==> src/rtl/mod_seq_pkg.sv <==
// Shared types and helpers for the modulation/sequence index scheduler.
package mod_seq_pkg;

   localparam int IDX_W_DEF = 16;
   localparam int DIV_W_DEF = 16;

   typedef enum logic [1:0] {
      IDLE      = 2'd0,
      WAIT_SYNC = 2'd1,
      RUN       = 2'd2
   } sched_state_t;

   // A divider of zero would never reach its terminal count, so it behaves as one.
   function automatic logic [31:0] div_norm(input logic [31:0] div);
      return (div == 32'd0) ? 32'd1 : div;
   endfunction

endpackage

==> src/rtl/idx_stepper.sv <==
// One paced index: tick divider, wrapping index and a one-cycle step pulse.
module idx_stepper #(
   parameter int IDX_W = 16,
   parameter int DIV_W = 16
) (
   input  logic             clk,
   input  logic             rst,
   input  logic             clear,
   input  logic             enable,
   input  logic             tick,
   input  logic             realign,
   input  logic [IDX_W-1:0] cycle,
   input  logic [DIV_W-1:0] div,
   output logic [IDX_W-1:0] idx,
   output logic             step,
   output logic             cnt_zero
);

   logic [DIV_W-1:0] div_cnt;
   logic             terminal;

   // The >= comparison keeps the counter bounded even if div shrinks mid-count.
   assign terminal = (div_cnt >= (div - DIV_W'(1)));
   assign cnt_zero = (div_cnt == '0);

   // A realign discards any tick in the same cycle so the phase restarts cleanly.
   always_ff @(posedge clk or posedge rst) begin
      if (rst) begin
         div_cnt <= '0;
         idx     <= '0;
         step    <= 1'b0;
      end else begin
         step <= 1'b0;
         if (clear) begin
            div_cnt <= '0;
            idx     <= '0;
         end else if (realign) begin
            div_cnt <= '0;
         end else if (enable && tick) begin
            if (terminal) begin
               div_cnt <= '0;
               step    <= 1'b1;
               idx     <= (idx >= cycle) ? '0 : idx + IDX_W'(1);
            end else begin
               div_cnt <= div_cnt + DIV_W'(1);
            end
         end
      end
   end

endmodule

==> src/rtl/mod_seq_scheduler.sv <==
// Paces MOD_IDX/SEQ_IDX from REF_CLK_TICK, started on a SYNC0 edge.
// Optional SYNC-in-RUN drift realignment is enabled by defining MOD_SEQ_RESYNC_EN.
module mod_seq_scheduler
   import mod_seq_pkg::*;
#(
   parameter int IDX_W = IDX_W_DEF,
   parameter int DIV_W = DIV_W_DEF
) (
   input  logic             clk,
   input  logic             rst,
   input  logic             sync,
   input  logic             ref_clk_tick,
   input  logic             cfg_load,
   input  logic [IDX_W-1:0] mod_clk_cycle,
   input  logic [DIV_W-1:0] mod_clk_div,
   input  logic [IDX_W-1:0] seq_clk_cycle,
   input  logic [DIV_W-1:0] seq_clk_div,
   output logic [IDX_W-1:0] mod_idx,
   output logic [IDX_W-1:0] seq_idx,
   output logic             mod_step,
   output logic             seq_step,
   output logic             running,
   output logic             desync
);

   localparam logic [1:0] ST_IDLE = IDLE;
   localparam logic [1:0] ST_WAIT = WAIT_SYNC;
   localparam logic [1:0] ST_RUN  = RUN;

   logic [1:0]       state;
   logic [IDX_W-1:0] mod_cycle_q;
   logic [IDX_W-1:0] seq_cycle_q;
   logic [DIV_W-1:0] mod_div_q;
   logic [DIV_W-1:0] seq_div_q;

   logic             clear;
   logic             enable;
   logic             mod_realign;
   logic             seq_realign;
   logic             mod_cnt_zero;
   logic             seq_cnt_zero;

   // CFG_LOAD re-arms from any state, so it takes priority over SYNC.
   always_ff @(posedge clk or posedge rst) begin
      if (rst) begin
         state <= ST_IDLE;
      end else if (cfg_load) begin
         state <= ST_WAIT;
      end else if ((state == ST_WAIT) && sync) begin
         state <= ST_RUN;
      end
   end

   // Shadow config keeps the run stable while config_manager rewrites its inputs.
   always_ff @(posedge clk or posedge rst) begin
      if (rst) begin
         mod_cycle_q <= '0;
         seq_cycle_q <= '0;
         mod_div_q   <= '0;
         seq_div_q   <= '0;
      end else if (cfg_load) begin
         mod_cycle_q <= mod_clk_cycle;
         seq_cycle_q <= seq_clk_cycle;
         mod_div_q   <= DIV_W'(div_norm(32'(mod_clk_div)));
         seq_div_q   <= DIV_W'(div_norm(32'(seq_clk_div)));
      end
   end

   assign clear   = cfg_load || ((state == ST_WAIT) && sync);
   assign enable  = (state == ST_RUN);
   assign running = (state == ST_RUN);

`ifdef MOD_SEQ_RESYNC_EN
   logic resync;

   // Only a counter that has drifted off phase zero gets pulled back.
   assign resync      = (state == ST_RUN) && sync && !cfg_load;
   assign mod_realign = resync && !mod_cnt_zero;
   assign seq_realign = resync && !seq_cnt_zero;

   always_ff @(posedge clk or posedge rst) begin
      if (rst) begin
         desync <= 1'b0;
      end else if (cfg_load) begin
         desync <= 1'b0;
      end else if (mod_realign || seq_realign) begin
         desync <= 1'b1;
      end
   end
`else
   logic unused_cnt_zero;

   assign mod_realign     = 1'b0;
   assign seq_realign     = 1'b0;
   assign desync          = 1'b0;
   assign unused_cnt_zero = mod_cnt_zero ^ seq_cnt_zero;
`endif

   idx_stepper #(
      .IDX_W (IDX_W),
      .DIV_W (DIV_W)
   ) u_mod_stepper (
      .clk      (clk),
      .rst      (rst),
      .clear    (clear),
      .enable   (enable),
      .tick     (ref_clk_tick),
      .realign  (mod_realign),
      .cycle    (mod_cycle_q),
      .div      (mod_div_q),
      .idx      (mod_idx),
      .step     (mod_step),
      .cnt_zero (mod_cnt_zero)
   );

   idx_stepper #(
      .IDX_W (IDX_W),
      .DIV_W (DIV_W)
   ) u_seq_stepper (
      .clk      (clk),
      .rst      (rst),
      .clear    (clear),
      .enable   (enable),
      .tick     (ref_clk_tick),
      .realign  (seq_realign),
      .cycle    (seq_cycle_q),
      .div      (seq_div_q),
      .idx      (seq_idx),
      .step     (seq_step),
      .cnt_zero (seq_cnt_zero)
   );

endmodule

==> config.mk <==
export PLATFORM = sky130hd
export DESIGN_NAME = mod_seq_scheduler
export DESIGN_NICKNAME = d
export VERILOG_FILES = /design/src/rtl/mod_seq_pkg.sv /design/src/rtl/idx_stepper.sv /design/src/rtl/mod_seq_scheduler.sv
export SDC_FILE = /design/constraint.sdc
export NUM_CORES = 1
export LEC_CHECK = 0
export ABC_AREA = 1
export BUFFER_PORTS_ARGS = -buffer_cell sky130_fd_sc_hd__buf_2
export CELL_PAD_IN_SITES_DETAIL_PLACEMENT = 0
export CELL_PAD_IN_SITES_GLOBAL_PLACEMENT = 1
export CORE_ASPECT_RATIO = 1.2
export CORE_MARGIN = 5
export CORE_UTILIZATION = 48
export CTS_BUF_LIST = sky130_fd_sc_hd__clkbuf_8
export CTS_CLUSTER_SIZE = 12
export DETAILED_ROUTE_END_ITERATION = 10
export PLACE_DENSITY = 0.88
export SETUP_SLACK_MARGIN = 0.5
export SLEW_MARGIN = 25
export SYNTH_ARGS = -nofsm -noshare
export SYNTH_HDL_FRONTEND = slang
export SYNTH_SLANG_ARGS = --single-unit
==> constraint.sdc <==
create_clock -name clk -period 7.55 [get_ports clk]
set_input_delay 0 -clock clk [delete_from_list [all_inputs] [get_ports clk]]
set_output_delay 0 -clock clk [all_outputs]
set_load 0.01 [all_outputs]
==> results.sh, run 1 <==
export IMPL_clock_skew_ns=0.0112
export IMPL_relSlewSlack_pct=36.0
export IMPL_post_route_min_period_ns=3.37
export IMPL_area_growth_pct=22.7
export IMPL_synth_warnings=0
export IMPL_grt_start_max_net_pins=114
export IMPL_reg2reg_from="seq_div_q[0]"
export IMPL_grt_pass1_vias=7669
export IMPL_synth_cell_type_count=38
export IMPL_postRouteAntennaNets=0
export IMPL_hp_class="input pin to flop"
export IMPL_start_util_pct=48.6
export IMPL_final_hold_violation_count=0
export IMPL_drive_gt1_share_pct=12.3
export IMPL_syn_area_per_cell_sq_um=7.63
export IMPL_switching_share_pct=26.3
export IMPL_endpoint_kind="flop"
export IMPL_avgRoutedWirePerCell_microns=13.6
export IMPL_postCtsHoldBufs=81
export IMPL_drv_cap=0
export IMPL_drt_total_wl_microns=20700
export IMPL_fin_nets=1431
export IMPL_core_area_sq_um=17500
export IMPL_crit_fanout=29
export IMPL_p_clk_share_pct=41.0
export IMPL_grt_overflow=0
export IMPL_ys_seq_elements=132
export IMPL_syn_inst=1116
export IMPL_grt_pass1_wl_microns=36100
export IMPL_fill_cells=1660
export IMPL_layout_common_cells="nand2_1 (314), inv_1 (143), dfrtp_1 (132)"
export IMPL_leakagePower_nw=5.51
export IMPL_crit_type="flop to flop"
export IMPL_regToRegSetupSlack_ns=4.18
export IMPL_htreeDepth=4
export IMPL_finalSetupViolations=0
export IMPL_antenna_found_initial=0
export IMPL_n_antenna_cell=0
export IMPL_cp_required_ns=7.89
export IMPL_ys_flop_type="dfrtp_1"
export IMPL_via_per_inst=4.97
export IMPL_setup_tns_ns=0
export IMPL_hold_depth=6
export IMPL_holdPathEnd="u_mod_stepper.div_cnt[1]"
export IMPL_worstMarginPinSlew_ns=0.960
export IMPL_mostFrequentLayoutCell="nand2_1"
export IMPL_ys_async_sr_fraction_pct=100
export IMPL_max_vdd_ir_drop_uv=117
export IMPL_p_seq_share_pct=44.1
export IMPL_rsz0062_at_grt="false"
export IMPL_powerDensity_nw_per_um2=166
export IMPL_timing_rr_end="u_seq_stepper.idx[13]"
export IMPL_netlist_area_sq_um=8510
export IMPL_switchingPower_mw=0.454
export IMPL_place_congestion=0.830
export IMPL_p_int_mw=1.28
export IMPL_seqCellArea_sq_um=3300
export IMPL_ys_seq_area_share_pct=38.8
export IMPL_utilization_pct=59.7
export IMPL_clk_path_buf_depth=2
export IMPL_synth_edff_count=0
export IMPL_min_delay_start="ref_clk_tick"
export IMPL_chipHeight_microns=156
export IMPL_period_share_pct=44.7
export IMPL_die_area_sq_um=20500
export IMPL_ios=105
export IMPL_clk_latency_ns=0.45
export IMPL_die_w_microns=132
export IMPL_cts_tree="done"
export IMPL_dp_hpwl_microns=14400
export IMPL_multi_input_area_sq_um=4510
export IMPL_port_buffers=103
export IMPL_path_clk_slew_ns=0.07
export IMPL_route_detailed_drc=0
export IMPL_worst_r2r_path_depth=19
export IMPL_core_rowCount=53
export IMPL_combPwrFrac_pct=15.0
export IMPL_fmax_ghz=0.297
export IMPL_slew_violations=0
export IMPL_cts_resized=0
export IMPL_syn_nets=1255
export IMPL_clock_sinks=132
export IMPL_cts_root_buf="clkbuf_8"
export IMPL_vias=7576
export IMPL_status="completed"
export IMPL_cp_start_kind="flop"
export IMPL_cts_buffers=17
export IMPL_crit_arrival_ns=3.71
export IMPL_drt_pass1_iter_count=4
export IMPL_drt_iter0_drc=367
export IMPL_cts_setup_buffers=0
export IMPL_grt_util_all_layers_pct=21.1
## sequential cells by signal, summed over array words and instances (netlist names)
register and cells:
mod_cycle_q 16, mod_div_q 16, seq_cycle_q 16, seq_div_q 16
u_mod_stepper.div_cnt 16, u_mod_stepper.idx 16, u_seq_stepper.div_cnt 16, u_seq_stepper.idx 16
state 2, u_mod_stepper.step 1, u_seq_stepper.step 1
## stage by stage
step           instance area (sq um)  power [mW]  hold WS (ns)  instances  worst slack [ns]
6_report                       10400        1.73        0.0989       1525              4.18
3_5_place_dp                    9170        1.00         0.159       1412              4.17
5_1_grt                        10400        1.83         0.120       1525              3.66
4_1_cts                        10400        1.75        0.0767       1525              4.15
3_3_place_gp                    9170       0.996         0.156       1412              4.27
2_1_floorplan                   8510       0.934         0.117       1116              4.02
## power by group through the flow
stage / Sequential, mW / Clock, mW / Combinational [mW]
after floorplan: 0.772 / 0 / 0.162
after global placement: 0.776 / 0 / 0.220
after detailed placement: 0.776 / 0 / 0.225
after CTS: 0.762 / 0.723 / 0.262
after global routing: 0.768 / 0.758 / 0.301
final: 0.762 / 0.708 / 0.259
## cells by family (layout without fill, tap and decap cells)
logic type,Yosys count,count (layout),synth area share (%)
AOI/OAI and AO/OA,120,120,7.49
xor gates and xnor gates,64,64,6.58
adders and majority gates,70,70,10.3
buffers and inverters,173,362,8.29
DFF,132,132,38.8
other,1,1,0.0440
and+or+nand+nor,556,556,28.5
## worst max-delay path, cell delays in order, from the launching register on
cell     delay [ns]
dfrtp_1        0.36
inv_1          0.12
ha_1           0.21
nand2_1        0.11
nor2_1         0.15
nand2_1        0.10
nor2_1         0.13
nand2_1        0.08
nor2_1         0.11
xor2_1         0.15
inv_1          0.06
ha_1           0.29
nand4_1        0.11
nor3_1         0.16
nand2_1        0.11
nand3_1        0.08
buf_4          0.31
nand2_1        0.41
nand2_1        0.16
nand2_1        0.06
## synth_stat cells, types with 2 or more instances
master | instances | area share, %
inv_4 | 2 | 0.15
nand3_2 | 2 | 0.24
buf_6 | 2 | 0.26
clkbuf_1 | 13 | 0.57
a22oi_1 | 2 | 0.18
xnor2_1 | 8 | 0.82
a21oi_1 | 39 | 2.3
nand3_1 | 51 | 3.0
nor2_2 | 5 | 0.37
o21ai_0 | 66 | 3.9
buf_2 | 8 | 0.47
nand2_2 | 5 | 0.37
nor4_1 | 13 | 0.96
o21a_1 | 3 | 0.26
dfrtp_1 | 132 | 39
nand3b_1 | 2 | 0.18
nor3_1 | 18 | 1.1
xor2_1 | 56 | 5.8
a21oi_2 | 2 | 0.21
o21bai_1 | 4 | 0.35
inv_1 | 140 | 6.2
buf_4 | 7 | 0.62
nor2_1 | 93 | 4.1
nand2_1 | 314 | 14
nor3_2 | 4 | 0.47
nand4_1 | 44 | 3.2
ha_1 | 70 | 10
## routing by layer
metal	GRT usage (%)	vias up	share of wire, %
li1	-	3957	-
met1	26.4	3439	45
met2	37.3	143	50
met3	3.97	37	3.6
met4	6.52	0	1.9
met5	0	-	0
## layout make-up
type | instances | area share (%)
clock inverters | 14 | 2.08
clock buffers | 18 | 2.37
inverters | 143 | 5.23
repair buffers | 187 | 12.9
multi-input cells | 811 | 43.1
well taps | 220 | 2.63
flip-flops and latches | 132 | 31.6
## how the worst max path moves through the flow
stage	startpoint	endpoint
final	seq_div_q[0]	u_seq_stepper.idx[13]
after detailed placement	seq_div_q[0]	u_seq_stepper.idx[9]
after CTS	seq_div_q[0]	u_seq_stepper.idx[5]
after global placement	seq_div_q[0]	u_seq_stepper.idx[10]
after global routing	seq_div_q[0]	u_seq_stepper.idx[1]
after floorplan	rst	mod_cycle_q[0]
No activity file was read; power rests on OpenSTA's default activity.
==> run 2, diff against run 1 <==
Settings changed: CORE_UTILIZATION 48 to 40, PLACE_DENSITY 0.88 to 0.78.
Clock period 7.55 ns to 2.7 ns, I/O delays scaled along.
==> results.sh, run 2 (same netlist as run 1, synthesis figures left out) <==
export IMPL_drive_gt1_share_pct=20.7
export IMPL_fill_cells=1951
export IMPL_max_vdd_ir_drop_uv=309
export IMPL_timing_rr_end="u_seq_stepper.idx[9]"
export IMPL_crit_arrival_ns=3.07
export IMPL_drt_total_wl_microns=22000
export IMPL_hp_class="input pin to flop"
export IMPL_htreeDepth=4
export IMPL_fin_nets=1485
export IMPL_final_cells=1628
export IMPL_clk_path_buf_depth=2
export IMPL_setup_slack_ns=0.0114
export IMPL_crit_path_end="u_seq_stepper.idx[9]"
export IMPL_cts_root_buf="clkbuf_8"
export IMPL_n_antenna_cell=0
export IMPL_fmax_ghz=0.372
export IMPL_mostFrequentLayoutCell="nand2_1"
export IMPL_clock_skew_ns=0.00936
export IMPL_die_area_sq_um=24300
export IMPL_preCtsSetupSlack_ns=-0.0565
export IMPL_p_seq_share_pct=45.2
export IMPL_path_clk_slew_ns=0.07
export IMPL_avgRoutedWirePerCell_microns=13.5
export IMPL_switching_share_pct=28.4
export IMPL_clk_latency_ns=0.44
export IMPL_combPwrFrac_pct=19.7
export IMPL_postRouteAntennaNets=0
export IMPL_hold_ws_ns=0.138
export IMPL_core_area_sq_um=21000
export IMPL_finalSetupViolations=0
export IMPL_switchingPower_mw=1.34
export IMPL_ios=105
export IMPL_cts_buffers=17
export IMPL_fin_total_pwr_mw=4.72
export IMPL_drv_cap=0
export IMPL_cts_tree="done"
export IMPL_grt_util_all_layers_pct=18.5
export IMPL_cp_start_kind="flop"
export IMPL_core_rowCount=58
export IMPL_drt_iter0_drc=305
export IMPL_grt_pass1_wl_microns=37100
export IMPL_worst_r2r_path_depth=19
export IMPL_vias=7874
export IMPL_place_congestion=0.798
export IMPL_slew_violations=0
export IMPL_via_per_inst=4.84
export IMPL_regToRegSetupSlack_ns=0.01
export IMPL_die_w_microns=143
export IMPL_final_hold_violation_count=0
export IMPL_post_route_min_period_ns=2.69
export IMPL_setup_tns_ns=0
export IMPL_antenna_found_initial=0
export IMPL_powerDensity_nw_per_um2=414
export IMPL_crit_type="flop to flop"
export IMPL_dp_hpwl_microns=14600
export IMPL_min_delay_start="ref_clk_tick"
export IMPL_drt_pass1_iter_count=5
export IMPL_route_detailed_drc=0
export IMPL_chipHeight_microns=170
export IMPL_start_util_pct=40.6
export IMPL_p_int_mw=3.38
export IMPL_crit_fanout=8
export IMPL_worstMarginPinSlew_ns=0.741
export IMPL_grt_start_max_net_pins=133
export IMPL_p_clk_share_pct=35.1
export IMPL_reg2reg_from="seq_div_q[2]"
export IMPL_relSlewSlack_pct=50.6
export IMPL_clock_sinks=132
export IMPL_status="completed"
export IMPL_period_share_pct=99.6
export IMPL_layout_common_cells="nand2_1 (290), inv_1 (137), dfrtp_1 (132)"
export IMPL_leakagePower_nw=5.86
export IMPL_port_buffers=103
export IMPL_crit_start="seq_div_q[2]"
export IMPL_dp_cells=1482
export IMPL_area_growth_pct=34.2
export IMPL_grt_pass1_vias=7921
export IMPL_cp_required_ns=3.08
export IMPL_grt_overflow=0
export IMPL_rsz0062_at_grt="true"
export IMPL_endpoint_kind="flop"
run 2: cell type report:
class                   count  area [sq um]  share of cell area, %
flip-flops and latches    132          3300                   28.9
inverters                 143           551                   4.82
repair inverters            1          11.3                 0.0986
multi-input cells         812          4940                   43.3
clock buffers              21           289                   2.53
well taps                 270           338                   2.96
clock inverters            10          92.6                  0.811
repair buffers            239          1900                   16.6
run 2: stage by stage:
stage,util [%],area (sq um)
floorplan,-,8650
global placement,45.4,9530
detailed placement,45.4,9530
CTS,53.5,11200
global route,54.5,11400
finish,54.5,11400
run 2: power by group through the flow:
stage | registers, mW | clock network [mW] | logic, mW
2_1_floorplan | 2.16 | 0 | 0.480
3_3_place_gp | 2.17 | 0 | 0.680
3_5_place_dp | 2.17 | 0 | 0.692
4_1_cts | 2.13 | 1.72 | 0.894
5_1_grt | 2.15 | 1.79 | 1.05
6_report | 2.14 | 1.66 | 0.930
run 2: layer usage:
metal | vias up | share of wire, % | track usage (%)
li1 | 4065 | - | -
met1 | 3652 | 46 | 23.9
met2 | 132 | 49 | 32.2
met3 | 25 | 3.4 | 2.78
met4 | 0 | 1.6 | 5.58
met5 | - | 0 | 0
run 2: critical path, cell delays in order (launching register included):
cell and delay (ns):
dfrtp_1 0.42, nor2_1 0.10, nand2_1 0.08, nor3_2 0.13
nand2_1 0.11, inv_2 0.09, nand2_4 0.06, buf_6 0.12
xor2_1 0.13, ha_1 0.28, nand2_1 0.07, inv_1 0.04
o21bai_1 0.16, a21oi_2 0.07, nor2_2 0.17, nand3_4 0.16
buf_12 0.18, nand2_4 0.13, nand2_1 0.07, nand2_1 0.07
run 2: how the worst min path moves through the flow:
| stage | slack, ns | cells past startpoint | to |
|---|---|---|---|
| after floorplan | 0.12 | 2 | mod_cycle_q[0] |
| after global placement | 0.21 | 3 | seq_cycle_q[8] |
| after detailed placement | 0.21 | 3 | seq_cycle_q[10] |
| after CTS | 0.10 | 6 | u_seq_stepper.div_cnt[1] |
| after global routing | 0.14 | 6 | u_mod_stepper.div_cnt[14] |
| final | 0.14 | 6 | u_seq_stepper.div_cnt[1] |
run 2: timing repair:
item / CTS / global route
endpoints found under the hold margin: 198 / 0
hold buffers: 82 / 0
setup endpoints to repair: 66 / 66
gates cloned: 2 / 2
pin swaps: 20 / 17
setup buffers: 22 / 6
resized for setup: 63 / 22
==> run 3, diff against run 2 <==
==> constraint.sdc (replaced) <==
create_clock -name clk -period 2.7 [get_ports clk]
set_input_delay 0.135 -clock clk [delete_from_list [all_inputs] [get_ports clk]]
set_output_delay 0.135 -clock clk [all_outputs]
set_load 0.01 [all_outputs]
==> results.sh, run 3 (same netlist as run 1, synthesis figures left out) <==
export IMPL_fmax_ghz=0.366
export IMPL_via_per_inst=4.83
export IMPL_antenna_found_initial=0
export IMPL_crit_start="seq_div_q[1]"
export IMPL_powerDensity_nw_per_um2=409
export IMPL_final_hold_violation_count=0
export IMPL_n_antenna_cell=0
export IMPL_regToRegSetupSlack_ns=-0.03
export IMPL_htreeDepth=4
export IMPL_path_clk_slew_ns=0.07
export IMPL_p_seq_share_pct=46.6
export IMPL_grt_pass1_vias=7823
export IMPL_drt_pass1_iter_count=6
export IMPL_violations="setup timing"
export IMPL_postRouteAntennaNets=0
export IMPL_mostFrequentLayoutCell="nand2_1"
export IMPL_core_area_sq_um=21000
export IMPL_core_rowCount=58
export IMPL_timing_rr_end="u_seq_stepper.idx[2]"
export IMPL_hp_class="input pin to flop"
export IMPL_clock_sinks=132
export IMPL_switchingPower_mw=1.34
export IMPL_avgRoutedWirePerCell_microns=13.6
export IMPL_switching_share_pct=29.2
export IMPL_max_vdd_ir_drop_uv=300
export IMPL_setup_slack_ns=-0.0309
export IMPL_utilization_pct=53.5
export IMPL_relSlewSlack_pct=34.2
export IMPL_start_util_pct=40.6
export IMPL_crit_arrival_ns=3.08
export IMPL_worst_r2r_path_depth=20
export IMPL_vias=7772
export IMPL_grt_overflow=0
export IMPL_clk_path_buf_depth=2
export IMPL_drv_cap=0
export IMPL_drt_iter0_drc=249
export IMPL_chipHeight_microns=170
export IMPL_fill_cells=2008
export IMPL_leakagePower_nw=5.79
export IMPL_cts_root_buf="clkbuf_8"
export IMPL_grt_util_all_layers_pct=18.5
export IMPL_holdPathEnd="u_mod_stepper.div_cnt[1]"
export IMPL_die_w_microns=143
export IMPL_period_share_pct=101
export IMPL_setup_tns_ns=-0.414
export IMPL_cts_tree="done"
export IMPL_finalSetupViolations=21
export IMPL_p_clk_share_pct=34.2
export IMPL_crit_fanout=8
export IMPL_post_route_min_period_ns=2.73
export IMPL_worstMarginPinSlew_ns=0.986
export IMPL_hold_depth=6
export IMPL_drt_total_wl_microns=21800
export IMPL_status="finished, violations left"
export IMPL_ios=105
export IMPL_combPwrFrac_pct=19.2
export IMPL_cp_start_kind="flop"
export IMPL_drive_gt1_share_pct=21.6
export IMPL_endpoint_kind="flop"
export IMPL_cts_buffers=17
export IMPL_clock_skew_ns=0.0127
export IMPL_grt_start_max_net_pins=114
export IMPL_hold_ws_ns=0.251
export IMPL_die_area_sq_um=24300
export IMPL_slew_violations=0
export IMPL_rsz0062_at_grt="true"
export IMPL_dp_hpwl_microns=14700
export IMPL_crit_type="flop to flop"
export IMPL_route_detailed_drc=0
export IMPL_reg2reg_from="seq_div_q[1]"
export IMPL_cp_required_ns=3.05
export IMPL_fin_nets=1466
export IMPL_p_int_mw=3.24
export IMPL_final_cells=1608
export IMPL_min_delay_start="ref_clk_tick"
export IMPL_dp_cells=1484
export IMPL_grt_pass1_wl_microns=36900
export IMPL_port_buffers=103
export IMPL_place_congestion=0.811
export IMPL_layout_common_cells="nand2_1 (279), inv_1 (137), dfrtp_1 (132)"
export IMPL_area_growth_pct=31.8
export IMPL_clk_latency_ns=0.46
run 3: cell types whose count changed in the layout (fill, tap and decap cells not counted), sizes merged:
cell	before	now
clkinvlp	1	3
buf	156	152
dlygate4sd3	82	67
clkbuf	22	23
inv	149	147
bufinv	2	1
nand2	322	321
run 3: power groups by stage:
stage	Combinational, mW	Clock (mW)	Sequential, mW
floorplan	0.480	0	2.16
global placement	0.683	0	2.17
detailed placement	0.695	0	2.17
CTS	0.824	1.62	2.13
global route	1.01	1.69	2.15
finish	0.882	1.57	2.14
run 3: layout make-up:
type	count	area [sq um]	share of cell area, %
Clock buffer	21	289	2.58
Multi-Input combinational cell	811	4980	44.3
Timing Repair inverter	1	7.51	0.0669
Clock inverter	9	66.3	0.591
Timing Repair Buffer	221	1690	15.1
Sequential cell	132	3300	29.4
Tap cell	270	338	3.01
Inverter	143	548	4.88
run 3: through the flow:
step	instance area [sq um]	power (mW)	worst slack (ns)
floorplan	8650	2.64	0.191
global placement	9550	2.85	0.000942
CTS	10900	4.57	0.0292
global route	11200	4.85	-0.234
finish	11200	4.58	-0.0309
detailed placement	9550	2.86	-0.0304
run 3: critical path, cell delays in order, from the launching register on:
cell and delay [ns]:
dfrtp_1 0.39, inv_2 0.09, ha_4 0.16, nand2_4 0.07, nor2_4 0.09, nand2_2 0.07
nor2_2 0.10, buf_4 0.12, buf_4 0.09, inv_1 0.04, nand2_1 0.06, inv_1 0.04
ha_1 0.30, nand2_4 0.07, o21bai_1 0.10, a21oi_1 0.09, nor2_2 0.18, nand3_4 0.20
clkbuf_16 0.22, nand3_1 0.08, nand2_1 0.06
run 3: how the worst max path moves through the flow:
stage	endpoint	depth (start not counted)
global placement	u_seq_stepper.idx[4]	17
detailed placement	u_seq_stepper.idx[5]	17
floorplan	u_seq_stepper.idx[0]	19
global route	u_seq_stepper.idx[7]	18
CTS	u_mod_stepper.idx[4]	16
finish	u_seq_stepper.idx[2]	20
run 3: repair_timing:
action / in CTS / in global routing
gates resized for setup: 41 / 62
hold endpoints to repair: 85 / 0
pin swaps: 11 / 24
endpoints found under the setup margin: 66 / 66
hold buffers: 67 / 0
gates cloned: 1 / 2
setup buffers: 18 / 6
run 3: layer usage:
metal / share of wire [%] / global-route usage (%)
met1: 46 / 23.7
met2: 50 / 32.2
met3: 3.1 / 2.61
met4: 1.4 / 5.54
met5: 0 / 0
